==> config.mk <==
export PLATFORM = sky130hd
export DESIGN_NAME = range_reader_flat
export DESIGN_NICKNAME = d
export VERILOG_FILES = /design/src/rtl/range_reader_if.sv /design/src/rtl/range_reader.sv /design/src/flat_wrapper.sv
export SDC_FILE = /design/constraint.sdc
export NUM_CORES = 1
export LEC_CHECK = 0
export BUFFER_PORTS_ARGS = -buffer_cell sky130_fd_sc_hd__clkbuf_2
export CAP_MARGIN = 15
export CELL_PAD_IN_SITES_DETAIL_PLACEMENT = 0
export CELL_PAD_IN_SITES_GLOBAL_PLACEMENT = 1
export CORE_MARGIN = 2
export CORE_UTILIZATION = 25
export CTS_CLUSTER_SIZE = 24
export DETAILED_ROUTE_END_ITERATION = 7
export GPL_ROUTABILITY_DRIVEN = 1
export HOLD_SLACK_MARGIN = 0.1
export PLACE_DENSITY_LB_ADDON = 0.1
export SYNTH_ARGS = -nofsm -noshare
export SYNTH_HDL_FRONTEND = slang
export SYNTH_SLANG_ARGS = --single-unit
==> constraint.sdc <==
create_clock -name clk -period 5.6 [get_ports clk]
set_input_delay 0.28 -clock clk [delete_from_list [all_inputs] [get_ports clk]]
set_output_delay 0.28 -clock clk [all_outputs]
set_load 0.02 [all_outputs]
==> src/rtl/range_reader_if.sv <==
// Result stream from range_reader: one (n, count) beat per RAM word, valid/ready handshake.
interface range_reader_if;
    logic        out_valid;
    logic        out_ready;
    logic [31:0] out_n;
    logic [15:0] out_count;
    logic        out_last;

    modport master (
        output out_valid,
        output out_n,
        output out_count,
        output out_last,
        input  out_ready
    );

    modport slave (
        input  out_valid,
        input  out_n,
        input  out_count,
        input  out_last,
        output out_ready
    );
endinterface

==> src/rtl/range_reader.sv <==
// Host-side controller for the Collatz range engine: starts a run, waits for done,
// then streams every RAM word back as (n, count) beats while tracking the max count.
module range_reader #(
    parameter int RAM_WORDS     = 16,
    parameter int RAM_ADDR_BITS = 4
) (
    input  logic               clk,
    input  logic               reset,
    input  logic               req,
    input  logic [31:0]        base,
    output logic               busy,
    output logic               rgo,
    output logic [31:0]        rstart,
    input  logic               rdone,
    input  logic [15:0]        rcount,
    range_reader_if.master     out_if,
    output logic [15:0]        max_count,
    output logic [31:0]        max_n,
    output logic               summary_valid,
    output logic [31:0]        run_cycles
);

    localparam logic [2:0] S_IDLE   = 3'd0;
    localparam logic [2:0] S_START  = 3'd1;
    localparam logic [2:0] S_SETTLE = 3'd2;
    localparam logic [2:0] S_WAIT   = 3'd3;
    localparam logic [2:0] S_ADDR   = 3'd4;
    localparam logic [2:0] S_CAPT   = 3'd5;
    localparam logic [2:0] S_OUT    = 3'd6;

    localparam logic [RAM_ADDR_BITS-1:0] LAST_IDX = RAM_ADDR_BITS'(RAM_WORDS - 1);

    logic [2:0]               state;
    logic [31:0]              base_q;
    logic [RAM_ADDR_BITS-1:0] idx;
    logic                     out_valid_q;
    logic [31:0]              out_n_q;
    logic [15:0]              out_count_q;
    logic                     out_last_q;
    logic [31:0]              cur_n;

    assign cur_n = base_q + 32'(idx);

    // go and start are decoded from state so go can only ever appear in START.
    always_comb begin
        rgo    = 1'b0;
        rstart = '0;
        case (state)
            S_START: begin
                rgo    = 1'b1;
                rstart = base_q;
            end
            S_ADDR:  rstart = {{(32-RAM_ADDR_BITS){1'b0}}, idx};
            default: ;
        endcase
    end

    assign out_if.out_valid = out_valid_q;
    assign out_if.out_n     = out_n_q;
    assign out_if.out_count = out_count_q;
    assign out_if.out_last  = out_last_q;

    always_ff @(posedge clk or posedge reset) begin
        if (reset) begin
            state         <= S_IDLE;
            base_q        <= '0;
            idx           <= '0;
            busy          <= 1'b0;
            out_valid_q   <= 1'b0;
            out_n_q       <= '0;
            out_count_q   <= '0;
            out_last_q    <= 1'b0;
            max_count     <= '0;
            max_n         <= '0;
            summary_valid <= 1'b0;
            run_cycles    <= '0;
        end else begin
            case (state)
                S_IDLE: begin
                    if (req) begin
                        base_q        <= base;
                        idx           <= '0;
                        max_count     <= '0;
                        max_n         <= '0;
                        run_cycles    <= '0;
                        summary_valid <= 1'b0;
                        busy          <= 1'b1;
                        state         <= S_START;
                    end
                end
                S_START:  state <= S_SETTLE;
                // range drops a stale done on the edge that samples go; skip one cycle.
                S_SETTLE: state <= S_WAIT;
                S_WAIT: begin
                    if (run_cycles != '1)
                        run_cycles <= run_cycles + 32'd1;
                    if (rdone)
                        state <= S_ADDR;
                end
                S_ADDR:   state <= S_CAPT;
                S_CAPT: begin
                    out_count_q <= rcount;
                    out_n_q     <= cur_n;
                    out_last_q  <= (idx == LAST_IDX);
                    out_valid_q <= 1'b1;
                    // strict compare: ties keep the lowest index
                    if (rcount > max_count) begin
                        max_count <= rcount;
                        max_n     <= cur_n;
                    end
                    state <= S_OUT;
                end
                S_OUT: begin
                    if (out_if.out_ready) begin
                        out_valid_q <= 1'b0;
                        if (out_last_q) begin
                            busy          <= 1'b0;
                            summary_valid <= 1'b1;
                            state         <= S_IDLE;
                        end else begin
                            idx   <= idx + 1'b1;
                            state <= S_ADDR;
                        end
                    end
                end
                default: state <= S_IDLE;
            endcase
        end
    end

endmodule

==> src/flat_wrapper.sv <==
// flat-port wrapper written by rule: the top's interface ports become plain ports
module range_reader_flat 
#(
    parameter int RAM_WORDS     = 16,
    parameter int RAM_ADDR_BITS = 4
)
  (clk, reset, req, base, busy, rgo, rstart, rdone, rcount, max_count, max_n, summary_valid, run_cycles, out_if_out_valid, out_if_out_n, out_if_out_count, out_if_out_last, out_if_out_ready);
  range_reader_if out_if_i ();
  input  logic clk;
  input  logic reset;
  input  logic req;
  input  logic [31:0] base;
  output logic busy;
  output logic rgo;
  output logic [31:0] rstart;
  input  logic rdone;
  input  logic [15:0] rcount;
  output logic [15:0] max_count;
  output logic [31:0] max_n;
  output logic summary_valid;
  output logic [31:0] run_cycles;
  output wire logic [$bits(out_if_i.out_valid)-1:0] out_if_out_valid;
  output wire logic [$bits(out_if_i.out_n)-1:0] out_if_out_n;
  output wire logic [$bits(out_if_i.out_count)-1:0] out_if_out_count;
  output wire logic [$bits(out_if_i.out_last)-1:0] out_if_out_last;
  input wire logic [$bits(out_if_i.out_ready)-1:0] out_if_out_ready;
  assign out_if_out_valid = out_if_i.out_valid;
  assign out_if_out_n = out_if_i.out_n;
  assign out_if_out_count = out_if_i.out_count;
  assign out_if_out_last = out_if_i.out_last;
  assign out_if_i.out_ready = out_if_out_ready;
  range_reader #(.RAM_WORDS(RAM_WORDS), .RAM_ADDR_BITS(RAM_ADDR_BITS)) u_core (.clk(clk), .reset(reset), .req(req), .base(base), .busy(busy), .rgo(rgo), .rstart(rstart), .rdone(rdone), .rcount(rcount), .out_if(out_if_i), .max_count(max_count), .max_n(max_n), .summary_valid(summary_valid), .run_cycles(run_cycles));
endmodule
# Word-level counts from Yosys, hierarchy flattened
# Cells that the tools add are included.
op_classes:
  n_addsub: 3
  order_cmp: 1
  eq_ne: 15
  n_mux: 29
  reduce_logical: 12
op_table:
  columns: ["cell", "n"]
  rows:
  - ["32-bit case mux with 2 select lines", 3]
  - ["32-bit 2-to-1 mux", 3]
  - ["32-bit by 1-bit adder with 32-bit output, second input constant", 1]
  - ["32-bit by 4-bit adder with 32-bit output", 1]
  - ["16-bit 2-to-1 mux", 2]
  - ["32-bit != test, second input constant", 1]
  - ["16-bit case mux with 2 select lines", 1]
  - ["3-bit case mux with 7 select lines", 1]
  - ["16-bit > comparator", 1]
  - ["3-bit 2-to-1 mux", 4]
  - ["4-bit 2-to-1 mux", 3]
  - ["3-bit == test, second input constant", 3]
  - ["3-bit AND reduction", 3]
  - ["1-bit 2-to-1 mux", 8]
  - ["2-bit != test, second input constant", 4]
  - ["4-bit case mux with 2 select lines", 1]
  - ["4-bit AND reduction", 2]
  - ["2-bit nonzero test", 4]
  - ["3-bit by 2-bit == test with 1-bit output, second input constant", 2]
  - ["2-bit by 1-bit != test with 1-bit output, second input constant", 3]
  - ["1-bit case mux with 2 select lines", 3]
  - ["4-bit by 1-bit adder with 4-bit output, second input constant", 1]
  - ["4-bit == test, second input constant", 1]
  - ["2-bit AND reduction", 2]
  - ["other kinds (2)", 2]
totals:
  ff_bits: 171
  inputBits: 53
  output_inout_bits: 165
  elab_cells: 72

# Logic depth before layout (Yosys ltp)
depth:
  depth_word: 4
  mapped_depth: 11
  mapped_depth_nobuf: 8

# Worst setup path after synthesis
# No wires, ideal clock.
synth_path:
  path_kind: "reg2reg"
  start: "reg u_core.max_count[14]"
  end: "reg u_core.max_count[1]"
  setup_ns: 0.096
  arrival_time_ns: 2.239
  t_required_ns: 5.504
  path_slack_ns: 3.265
  stages_incl_launch_ff: 11
  path_buffers: 3
  synth_period_minus_slack_ns: 2.335
  path_cell_list: "dfrtp_1 > inv_1 > ha_1 > a21oi_1 > nand2_1 > a221o_1 > o31a_1 > clkbuf_1 > buf_2 > buf_2 > o31ai_1"
synth_between:
  elab_chain_len: 3
synth_rtl:
  columns: ["element", "line_no", "source"]
  rows:
  - ["start, declared", "range_reader.sv:17", "output logic [15:0] max_count,"]
  - ["start signal, assigned", "range_reader.sv:108", "max_count <= rcount;"]
  - ["16-bit > comparator", "range_reader.sv:107", "if (rcount > max_count) begin"]
  - ["2-bit by 1-bit != test with 1-bit output (no line)", null, null]
  - ["3-bit AND reduction (no line)", null, null]
# No other way between the ends.
# A chain may end at the register's enable or synchronous reset.

# Worst setup path after layout
layout_path:
  start: "in rcount[1]"
  end: "reg u_core.max_n[14]"
layout_between:
  elab_chain_len: 3
layout_rtl:
  columns: ["element", "line_no", "source"]
  rows:
  - ["start, declared", "flat_wrapper.sv:17", "input logic [15:0] rcount;"]
  - ["16-bit > comparator", "range_reader.sv:107", null]
  - ["2-bit by 1-bit != test with 1-bit output (no line)", null, null]
  - ["3-bit AND reduction (no line)", null, null]
  - ["end signal, assigned", "range_reader.sv:109", "max_n <= cur_n;"]
  - ["end, declared", "range_reader.sv:18", "output logic [31:0] max_n,"]
# No other way between the ends.

==> key figures <==
Clock network
  • CTS tree: done
  • H-tree levels: 4
  • Num Clock Sinks: ~170
  • Clk root buf: clkbuf_16
  • Reg clk slew, reported paths: ~0.07 ns
  • Clk Latency, worst-skew pair: between 0.4 and 0.5 ns
  • Max Root-Sink Buffers: 2
  • Setup Fix Bufs, Post-CTS: 0
  • Cts-stage hold buffer count: 50
  • CTS resizes: 0
  • CTS Buf Count: 17

Floorplan
  • Die area: about 35000 um2
  • Die W: 187.5 um
  • Core region area: around 33000 um2
  • Die height: about 190 um
  • Initial Utilization: 0.2523
  • I/O pin count: 218
  • Rows: 67

Setup path
  • Startpoint types: input pin
  • Crit path max fanout: 39
  • Worst Path Arrival: 3.66 ns
  • Setup crit end kind: register
  • Worst path max stage delay: roughly 0.94 ns
  • CP top delay family: compound AO/OA/AOI/OAI gates
  • Req. time, crit path: slightly below 6 ns
  • Slowest CP cell: o31a_2
  • Critical setup path kind: input pin to register
  • Crit path buf inv count: 3
  • Crit path cell chain: dlygate4sd3_1 -> clkbuf_2 -> ha_1 -> nor2b_1 -> o211ai_1 -> a2111oi_0 -> o31a_2 -> buf_4 -> mux2i_1

Run
  • Max-cap violations: 0

Finish
  • Ant. Diodes: 0
  • Layout cells sized above 1: 0.2544
  • Register area: between 4000 and 5000 um2
  • Nets: between 1k and 1.5k
  • Syn-to-layout area delta: 31.49%
  • Fill cell count: ~3.6k
  • Non-Filler Instances: 1588
  • Multi-input gate area: around 3900 um2

Placement
  • RePlAce Congestion: about 0.71
  • I/O Buffers: 217
  • Placed cells: about 1.5k
  • Pre-CTS setup slack: 2.410 ns
  • HPWL after DPL: about 18 mm

Synth
  • Post-synth EDFFs: 0
  • Post-synth ARST share: 1.000
  • Main synth FF type: dfrtp_1
  • Post-Synth XOR/XNOR Area: 0.05722
  • Synth cell types: 57
  • Synth Cell Area: around 8400 um2
  • Main combinational cell family by area after synthesis: simple AND/OR/NAND/NOR gates
  • Register area share after synthesis: 0.5082
  • Synth Area in Simple Gates: 0.2286
  • Syn Inst Count: around 900
  • Compound-Gate Fraction of Synth Area: 0.08337
  • Post-synthesis mux area share: 0.05855
  • Post-synth top cells: 215 x nand2_1, 171 x dfrtp_1, 57 x nor2_1
  • Syn nets: 951
  • Yosys top cell by area: dfrtp_1
  • Synth top area cells: dfrtp_1 51%, nand2_1 9.6%, xor2_1 3.7%, mux2i_1 3.4%, ha_1 3.3%
  • Most frequent cell after synthesis: nand2_1
  • Yosys warns: 0
  • Number of synthesized register bits: 171
  • Synth Area in Adders: 0.03507
  • Avg Inst Size Synth: a little under 10 um2
  • Synth top area share: 0.5082

Timing
  • Fmax: approximately 300 MHz
  • Final worst slack: 2.306 ns
  • Worst Skew: 0.01291 ns
  • Relative slew slack: 0.2649
  • RSZ-0062 raised after global routing: no
  • Worst-Margin Slew: about 1.1 ns
  • Final Max Tran Viols: 0
  • Final Critical Period: around 3.3 ns
  • Fin Setup TNS: 0 ns
  • Final hold slack: about 0.23 ns
  • Tcrit/Tclk final: 0.5882
  • Endpoints failing setup: 0
  • Final hold vios: 0

Global route
  • First-pass GRT wire length: 42.49 mm
  • Grt total ovfl: 0
  • Pin count of the biggest net entering global routing: between 100 and 150
  • Initial antenna violation count: 1
  • Vias in the first global route: 7131
  • GRT Total Usage: 0.1556

Route
  • Routed wire per std cell: ~17 um
  • Drt drc: 0
  • DRT Pass-1 Iters: 5
  • Via count: around 7k
  • Routed WL: between 20 and 30 mm
  • DR iter-0 viols: ~340
  • Vias per cell: around 4.4
  • Final ANT Viol Nets: 0

Power
  • Peak VDD IR: 222.0 uV
  • Tot Pwr: ~0.0052 W
  • Pwr Density: approximately 470 nW/um2
  • Leak: roughly 5.3 nW

Status
  • Status: completed

Min path
  • HP Class: input pin to register
-- cell families after synthesis --
family | after synthesis
and+or+nand+nor | 411
DFF | 171
AOI/OAI and AO/OA | 106
buffers and inverters | 62
xor gates and xnor gates | 55
muxes | 47
adders and majority gates | 23
-- cell usage in the layout, fill, tap and decap left out, types with 2 or more instances in the layout --
| cell | Yosys | routed |
|---|---|---|
| o21ai_1 | 7 | 7 |
| nor4_1 | 2 | 2 |
| ha_1 | 22 | 22 |
| nand4_1 | 20 | 20 |
| nor3_1 | 8 | 8 |
| inv_6 | 0 | 3 |
| clkinv_4 | 0 | 4 |
| mux2_2 | 18 | 18 |
| xnor2_1 | 19 | 19 |
| dfrtp_1 | 171 | 171 |
| nor2_1 | 57 | 56 |
| a21o_1 | 6 | 6 |
| a22oi_1 | 5 | 5 |
| and4_1 | 7 | 7 |
| dlygate4sd3_1 | 0 | 50 |
| or3_1 | 3 | 3 |
| mux2i_1 | 29 | 29 |
| o211ai_1 | 2 | 2 |
| buf_4 | 0 | 7 |
| o21ai_0 | 38 | 38 |
| nor4_2 | 3 | 3 |
| o31ai_1 | 15 | 15 |
| a31oi_1 | 2 | 2 |
| bufinv_16 | 0 | 2 |
| clkbuf_2 | 0 | 217 |
| and2_1 | 30 | 30 |
| inv_1 | 21 | 20 |
| and3_1 | 12 | 12 |
| a21oi_1 | 16 | 16 |
| xor2_1 | 36 | 36 |
| a211o_1 | 3 | 3 |
| clkinv_2 | 0 | 2 |
| clkbuf_16 | 0 | 17 |
| nor2b_1 | 7 | 6 |
| clkbuf_8 | 0 | 2 |
| nand3_1 | 33 | 33 |
| nand2_1 | 215 | 215 |
-- area by class of cell --
cell class | instances | area share
Timing Repair Buffer | 274 | 0.1481
Tap cell | 448 | 0.05063
Sequential cell | 171 | 0.3865
Clock buffer | 20 | 0.04125
Inverter | 21 | 0.007798
Multi-Input combinational cell | 642 | 0.3532
Clock inverter | 12 | 0.01255
-- sequential cells by signal (all words and copies together) (netlist names), 3 cells and up --
register,cells
u_core.base_q,32
u_core.max_n,32
u_core.out_if.out_n,32
u_core.run_cycles,32
u_core.max_count,16
u_core.out_if.out_count,16
u_core.idx,4
u_core.state,3
-- power by group --
group          internal (W)  total (W)  leakage, nW  switching (W)
logic              0.000703    0.00194         2.77        0.00124
registers           0.00166    0.00206         2.24       0.000404
clock network      0.000687    0.00122        0.291       0.000536
-- through the flow --
stage	cell area [um2]	util
after CTS	11070	0.3318
after global routing	11070	0.3318
final	11070	0.3318
after floorplan	8419	-
after detailed placement	9975	0.2990
after global placement	9975	0.2990
-- worst reg2reg max path: cells and delay by family, from the launching register on --
kind | cells | cell delay (ns)
flip-flops | 1 | 0.34
multiplexers | 1 | 0.25
AO/OA/AOI/OAI | 3 | 1.50
AND/OR/NAND/NOR | 1 | 0.12
buffers and inverters | 2 | 0.61
adder cells (fa/ha/maj) | 1 | 0.28
-- worst paths after layout --
| path | startpoint | end | slack (ns) | cells after the start |
|---|---|---|---|---|
| min in group asynchronous | reset | u_core.max_n[4] | 0.53 | 3 |
| min reg2reg | u_core.out_if.out_n[27] | u_core.out_if.out_n[27] | 0.48 | 2 |
| max reg2reg | u_core.max_count[1] | u_core.max_n[14] | 2.41 | 8 |
| min | req | u_core.state[0] | 0.23 | 5 |
| max in group asynchronous | reset | u_core.run_cycles[20] | 3.68 | 4 |
| max | rcount[1] | u_core.max_n[14] | 2.31 | 9 |
-- metal layers --
layer	up-vias	GRT usage	share of wire
met4	2	0.04088	0.011
met5	-	0	0.00049
met2	157	0.2455	0.46
met1	3354	0.2176	0.49
met3	16	0.03163	0.037
li1	3476	-	-
No activity file was read; power rests on OpenSTA's default activity.
